===== config.mk =====
export PLATFORM = sky130hd
export DESIGN_NAME = fft_sample_framer
export DESIGN_NICKNAME = d
export VERILOG_FILES = /design/src/rtl/fft_pkg.sv /design/src/rtl/fft_sample_framer_adc_to_complex.sv /design/src/rtl/fft_sample_framer.sv
export SDC_FILE = /design/constraint.sdc
export NUM_CORES = 1
export LEC_CHECK = 0
export CORE_AREA = 2 2 236 238
export CTS_CLUSTER_DIAMETER = 100
export DETAILED_ROUTE_END_ITERATION = 16
export DIE_AREA = 0 0 238 240
export PLACE_DENSITY = 0.66
export SLEW_MARGIN = 20
export SYNTH_ARGS = -nofsm -noshare
export SYNTH_HDL_FRONTEND = slang
export SYNTH_SLANG_ARGS = --single-unit

===== constraint.sdc =====
create_clock -name clock -period 4.5 [get_ports clock]
set_input_delay 0.675 -clock clock [delete_from_list [all_inputs] [get_ports clock]]
set_output_delay 0.675 -clock clock [all_outputs]
set_load 0.005 [all_outputs]

===== src/rtl/fft_pkg.sv =====
// Shared sizes, complex word layout and FSM state encodings
// for the FFT sample framer.
package fft_pkg;

  localparam int N      = 16;
  localparam int HALF_W = 18;

  typedef struct packed {
    logic signed [HALF_W-1:0] re;
    logic signed [HALF_W-1:0] im;
  } complex_t;

  typedef enum logic {
    WR_FILL,
    WR_FULL
  } wr_state_t;

  typedef enum logic {
    TRK_IDLE,
    TRK_RUN
  } trk_state_t;

endpackage


===== src/rtl/fft_sample_framer_adc_to_complex.sv =====
// Offset-binary ADC code to signed complex word {real, imag},
// imag forced to zero.
module adc_to_complex #(
  parameter int SAMPLE_W = 12,
  parameter int HALF_W   = 18
) (
  input  logic [SAMPLE_W-1:0] sample,
  output logic [2*HALF_W-1:0] cplx
);

  logic [SAMPLE_W-1:0] centered;

  // Subtracting mid-scale is just an MSB flip.
  assign centered = {~sample[SAMPLE_W-1],
                     sample[SAMPLE_W-2:0]};

  assign cplx = {
    {(HALF_W-SAMPLE_W){centered[SAMPLE_W-1]}},
    centered,
    {HALF_W{1'b0}}
  };

endmodule


===== src/rtl/fft_sample_framer.sv =====
// Ping-pong sample framer feeding an FFT core.
// Define FRAMER_DROP_CNT_EN to build the dropped-sample counter.
module fft_sample_framer #(
  parameter int N        = fft_pkg::N,
  parameter int SAMPLE_W = 12,
  parameter int HALF_W   = fft_pkg::HALF_W
) (
  input  logic                           clock,
  input  logic                           reset,
  input  logic                           sample_valid,
  input  logic [SAMPLE_W-1:0]            sample_in,
  input  logic                           fft_done,
  output logic                           fft_start,
  output logic [N-1:0][2*HALF_W-1:0]     frame,
  output logic                           busy,
  output logic [7:0]                     drop_count
);

  import fft_pkg::*;

  localparam int IW = $clog2(N);

  typedef logic [N-1:0][2*HALF_W-1:0] bank_t;

  wr_state_t           wr_state, wr_next;
  trk_state_t          trk_state, trk_next;
  logic [IW-1:0]       wr_idx;
  logic                wr_sel;
  bank_t               banks [2];
  logic [2*HALF_W-1:0] cplx;
  logic                wr_en;
  logic                swap;

  adc_to_complex #(
    .SAMPLE_W(SAMPLE_W),
    .HALF_W  (HALF_W)
  ) u_conv (
    .sample(sample_in),
    .cplx  (cplx)
  );

  always_comb begin
    swap     = (wr_state == WR_FULL) &&
               (trk_state == TRK_IDLE);
    wr_en    = (wr_state == WR_FILL) && sample_valid;
    wr_next  = wr_state;
    trk_next = trk_state;
    unique case (wr_state)
      WR_FILL:
        if (wr_en && wr_idx == IW'(N-1))
          wr_next = WR_FULL;
      WR_FULL:
        if (swap) wr_next = WR_FILL;
    endcase
    // The start cycle masks a done still held from the last run.
    unique case (trk_state)
      TRK_IDLE:
        if (swap) trk_next = TRK_RUN;
      TRK_RUN:
        if (fft_done && !fft_start)
          trk_next = TRK_IDLE;
    endcase
  end

  always_ff @(posedge clock or negedge reset) begin
    if (!reset) begin
      wr_state  <= WR_FILL;
      trk_state <= TRK_IDLE;
      wr_idx    <= '0;
      wr_sel    <= 1'b0;
      fft_start <= 1'b0;
      banks     <= '{default: '0};
    end else begin
      wr_state  <= wr_next;
      trk_state <= trk_next;
      fft_start <= swap;
      if (swap) wr_sel <= ~wr_sel;
      if (wr_en) begin
        banks[wr_sel][wr_idx] <= cplx;
        wr_idx <= wr_idx + 1'b1;
      end
    end
  end

  assign frame = banks[~wr_sel];
  assign busy  = (trk_state == TRK_RUN);

`ifdef FRAMER_DROP_CNT_EN
  logic [7:0] drop_cnt;

  always_ff @(posedge clock or negedge reset) begin
    if (!reset)
      drop_cnt <= '0;
    else if (sample_valid && wr_state == WR_FULL &&
             drop_cnt != 8'hFF)
      drop_cnt <= drop_cnt + 8'd1;
  end

  assign drop_count = drop_cnt;
`else
  assign drop_count = '0;
`endif

endmodule


==> flow_summary.ini, run 1 <==
[clocking]
clk_pin_slew_worst_paths_ps = 60
clock_latency_ps = 530
cts_setup_buffers = 0
cts_buffer_depth = 3
cts.sinks = 392
htreeDepth = 2
holdBufCountCts = 0
cts_buffers = 41
cts_tree = yes
clockRootBuffer = clkbuf_16
ctsResizeCount = 0

[layout]
final_cell_mix = mux2_2, dfrtp_1, clkdlybuf4s50_1
fin_area_um2 = 23600
diodes = 0
fill_cells = 5004
fin_nets = 1774
final_common_cell = mux2_2
area_delta_synth_final_pct = 15.2
drive_gt1_frac = 0.368
utilization = 0.431

[placement]
place_congestion = 0.742
dp_slack_ps = 1070
placed_area_um2 = 22300
portBuffers = 305
dp_hpwl_um = 33900

[grt]
grt_max_degree = 113
overflow = 0
antenna_found_initial = 0
track_usage = 0.166
grt_pass1_vias = 11400
grt_pass1_wl_um = 71900

[floorplanning]
io-pin-count = 602
die_y_um = 240
die_w_um = 238
start_util = 0.374
rows = 86
dieArea_um2 = 57100
core_area_um2 = 54700

[timing]
min_period_over_period = 0.840
final.setup.worst_slack_ps = 718
worstMarginPinSlew_ps = 1080
fin_skew_ps = 16.5
rsz0062_at_grt = false
setup_tns_ps = 0
relSlewSlack = 0.281
drv_slew = 0
hold_viol_final = 0
fmax_mhz = 264
min_period_ps = 3780
setup-violations-final = 0

[route]
vias = 11400
ant_nets = 0
drt_wl_total_um = 49400
via_per_inst = 4.59
first_pass_iters = 4
drtIter0Drc = 413
drcViolationCount = 0
wire_per_inst_um = 19.9

[pwr]
ir_worst_vdd_mv = 0.419
p_per_area_nw_per_um2 = 733
power.leakage_nw = 10.8

[logic_synthesis]
synth_ff_type = dfrtp_1
yosysUniqueCellTypes = 31
avgSynthCellArea_um2 = 13.0
syn_area_um2 = 20500
synth_warnings = 0
ys_ff_latch = 392
yosys.area.top_type = dfrtp_1
synth_edf_count = 0
yosys-top-cells-area = dfrtp_1, mux2_2, buf_4, buf_2, clkbuf_1
async_reset_ff_frac = 1.00
synth_cells = 1577
yosysSeqAreaShare = 0.480
synth_top_area_share = 0.480

[critical_path]
cp_data_arrival_time_ps = 3110
worst_path_max_delay_cell = dfrtp_4
reg2reg_from = wr_sel$_DFFE_PN0P_
cp_max_fo = 65
slowest_delay_ps = 1030
cp-end-kind = primary output
start_kind = flop
reg2regPathDepth = 4
crit_start = wr_sel$_DFFE_PN0P_
path_cells = buf_4, mux2_2, clkdlybuf4s50_1
path_class = flop to primary output
worstPathRequired_ps = 3830
r2r_setup_slack_ps = 1400
timing.rr.end = banks[846]$_DFFE_PN0P_
path_delay_family = buffers and inverters
critPathBufInv = 2

[run_status]
outcome = completed

[flow_run]
cap_violations = 0

[worst_hold_path]
worstHoldPathType = primary input to asynchronous set/reset pin
-- synthesized netlist by cell type, types with 2 or more instances --
master	n
xnor2_1	3
clkbuf_1	39
o31ai_1	14
or4b_1	2
nand2_1	23
buf_4	405
o21ai_0	20
nor2b_1	6
inv_1	9
mux2_2	536
nor2_4	3
nor3b_4	4
ha_1	4
and4bb_2	3
buf_6	10
nand4bb_1	4
buf_2	41
mux2i_1	6
mux2_1	4
nor2_1	13
a31oi_1	13
a21oi_1	12
nand4b_4	2
nand4_1	2
dfrtp_1	392
nor4b_4	2
-- routing by layer --
metal	global-route usage	vias up	wire length, um
li1	-	5067	-
met1	0.211	5907	20600
met2	0.288	364	24900
met3	0.0381	56	2970
met4	0.0396	0	957
met5	0	-	0
-- state kept, by name, indices dropped and copies added (netlist names) --
| register | flops |
|---|---|
| fft_start | 1 |
| wr_sel | 1 |
| banks | 384 |
| busy | 1 |
| wr_state | 1 |
| wr_idx | 4 |
-- where the power goes --
group | leakage [nW] | total [mW] | internal (mW) | switching [mW]
Sequential | 5.01 | 5.89 | 5.01 | 0.882
Combinational | 5.17 | 8.08 | 5.06 | 3.02
Clock | 0.657 | 3.30 | 1.94 | 1.36
Total | 10.8 | 17.3 | 12.0 | 5.26
-- through the flow --
stage | hold slack (ps) | total power [mW] | instances
global route | 281 | 18.3 | 2483
global placement | 463 | 14.0 | 2415
floorplan | 379 | 10.4 | 1872
CTS | 257 | 17.5 | 2483
detailed placement | 482 | 14.2 | 2415
finish | 197 | 17.3 | 2483
-- final cells by class --
| cell class | count | area [um^2] | area share |
|---|---|---|---|
| flip-flops and latches | 392 | 9810 | 0.417 |
| multi-input cells | 975 | 8210 | 0.349 |
| repair buffers | 335 | 3310 | 0.141 |
| clock buffers | 54 | 1170 | 0.0499 |
| well taps | 704 | 881 | 0.0374 |
| clock inverters | 14 | 131 | 0.00558 |
| inverters | 9 | 33.8 | 0.00143 |
-- cell families (layout without fill, tap and decap cells) --
family,Yosys count,count (layout),share of synthesized area
fa+ha+maj,4,4,0.00245
simple gates,66,66,0.0256
xor+xnor,4,4,0.00171
other cells,1,296,0.000183
compound gates,59,59,0.0169
buf+inv,505,412,0.173
flops,392,392,0.480
mux,546,546,0.300
-- worst register-to-register path, cell delays in order (launching register included) --
cell     delay (ps)
dfrtp_4         800
buf_4           470
nor2b_1         600
nand2_1         640
mux2_2          470
-- worst max-delay path by stage --
stage	to	slack, ps	cells after the start
after floorplan	frame[210]	2020	6
after global placement	banks[920]$_DFFE_PN0P_	1080	4
after detailed placement	banks[921]$_DFFE_PN0P_	1070	4
after CTS	frame[245]	650	2
after global routing	frame[525]	580	3
final	frame[525]	720	3
Note: power is estimated with default switching activity, not from simulation.
==> run 2: changes to the inputs <==
--- a/config.mk
+++ b/config.mk
@@ -5,11 +5,11 @@
 export SDC_FILE = /design/constraint.sdc
 export NUM_CORES = 1
 export LEC_CHECK = 0
-export CORE_AREA = 2 2 236 238
+export CORE_AREA = 2 2 232 234
 export CTS_CLUSTER_DIAMETER = 100
 export DETAILED_ROUTE_END_ITERATION = 16
-export DIE_AREA = 0 0 238 240
-export PLACE_DENSITY = 0.66
+export DIE_AREA = 0 0 234 236
+export PLACE_DENSITY = 0.7
 export SLEW_MARGIN = 20
 export SYNTH_ARGS = -nofsm -noshare
 export SYNTH_HDL_FRONTEND = slang
==> constraint.sdc (replaced) <==
create_clock -name clock -period 3.4 [get_ports clock]
set_input_delay 0.51 -clock clock [delete_from_list [all_inputs] [get_ports clock]]
set_output_delay 0.51 -clock clock [all_outputs]
set_load 0.005 [all_outputs]
==> run 2 against run 1 <==
Cell count grew 0.48%. First-iteration DRC count grew 29%. Sequential power grew 31%. Design area grew 1.3%.
==> flow_summary.ini, run 2 (synthesis results as in run 1) <==
[critical_path]
path_cells = buf_12, mux2_2, clkdlybuf4s50_1
worstPathRequired_ps = 2890
cp_data_arrival_time_ps = 2640
start_kind = flop
path_delay_family = buffers and inverters
cp_max_fo = 54
path_class = flop to primary output
cp-end-kind = primary output
worst_path_max_delay_cell = dfrtp_4
critPathBufInv = 2
slowest_delay_ps = 760

[floorplanning]
die_y_um = 236
die_w_um = 234
start_util = 0.385
io-pin-count = 602
dieArea_um2 = 55200
core_area_um2 = 53100
rows = 85

[placement]
portBuffers = 305
place_congestion = 0.758
dp_hpwl_um = 33500

[route]
drt_wl_total_um = 48600
first_pass_iters = 4
drtIter0Drc = 532
drcViolationCount = 0
vias = 11500
via_per_inst = 4.62
wire_per_inst_um = 19.5
ant_nets = 0

[timing]
min_period_over_period = 0.926
min_period_ps = 3150
drv_slew = 0
rsz0062_at_grt = false
worstMarginPinSlew_ps = 858
setup-violations-final = 0
setup_tns_ps = 0
fmax_mhz = 318
relSlewSlack = 0.428
hold_viol_final = 0
fin_skew_ps = 18.9

[layout]
largest_reg_flops = 384
area_delta_synth_final_pct = 16.7
final_cell_mix = mux2_2, dfrtp_1, clkdlybuf4s50_1
drive_gt1_frac = 0.370
reg_top3 = banks (384), wr_idx (4)
fin_nets = 1791
fill_cells = 4709
max_flop_register = banks
final_common_cell = mux2_2

[clocking]
cts_tree = yes
clockRootBuffer = clkbuf_16
cts.sinks = 392
htreeDepth = 2
cts_buffers = 40
cts_setup_buffers = 0
clock_latency_ps = 550
clk_pin_slew_worst_paths_ps = 60
cts_buffer_depth = 3

[flow_run]
cap_violations = 0

[pwr]
power.leakage_nw = 11.0
power.total_mw = 23.2
p_per_area_nw_per_um2 = 973
ir_worst_vdd_mv = 0.552

[worst_hold_path]
worstHoldPathType = flop to flop

[grt]
grt_pass1_wl_um = 71700
overflow = 0
antenna_found_initial = 2
grt_pass1_vias = 11500
track_usage = 0.172
grt_max_degree = 94

[run_status]
outcome = completed
-- run 2: cell types whose count changed in the layout (fill, tap and decap cells not counted), moves of 2 or more --
cell	before	now
buf_2	2	0
buf_4	27	37
clkdlybuf4s50_1	302	304
inv_6	0	2
clkbuf_8	10	7
clkbuf_1	3	9
bufinv_16	2	6
buf_12	3	10
clkinv_2	9	2
-- run 2: power breakdown --
group	total (mW)	internal (mW)	switching (mW)
Sequential	7.74	6.63	1.10
Combinational	10.8	6.82	4.02
Clock	4.64	2.82	1.82
Total	23.2	16.3	6.94
-- run 2: area by class of cell --
cell class              instances  area [um^2]  area share
multi-input cells             975         8220       0.344
diodes                          1         2.50    0.000105
inverters                       9         33.8     0.00142
clock inverters                12          225     0.00944
repair buffers                353         3550       0.149
well taps                     696          871      0.0365
clock buffers                  57         1160      0.0484
flip-flops and latches        392         9810       0.411
-- run 2: stage by stage --
stage	hold WS, ps	util	worst slack (ps)	instance area (um^2)	std cells
2_1_floorplan	214	-	1080	21600	1872
3_3_place_gp	463	0.423	462	22500	2424
3_5_place_dp	472	0.423	452	22500	2424
4_1_cts	486	0.450	232	23900	2494
5_1_grt	513	0.450	170	23900	2495
6_report	483	0.450	252	23900	2495
-- run 2: repair_timing --
action	in CTS	in global routing
endpoints found under the hold margin	71	0
hold buffers	1	0
gates resized for setup	0	0
-- run 2: final timing paths --
| kind | start | end | slack (ps) | cells after the start |
|---|---|---|---|---|
| setup / recovery | wr_sel$_DFFE_PN0P_ | frame[163] | 250 | 3 |
| hold / removal | banks[955]$_DFFE_PN0P_ | banks[955]$_DFFE_PN0P_ | 480 | 1 |
| min in group asynchronous | reset | banks[887]$_DFFE_PN0P_ | 530 | 2 |
| setup reg to reg | wr_idx[0]$_DFFE_PN0P_ | banks[816]$_DFFE_PN0P_ | 750 | 5 |
| hold reg to reg | banks[955]$_DFFE_PN0P_ | banks[955]$_DFFE_PN0P_ | 480 | 1 |
| max in group asynchronous | reset | banks[567]$_DFFE_PN0P_ | 1920 | 3 |
-- run 2: routing by layer --
metal	track usage	part of all wire	up-vias
li1	-	-	5090
met1	0.228	0.43	5981
met2	0.289	0.50	386
met3	0.0255	0.041	66
met4	0.0508	0.025	2
met5	0	0.00039	-
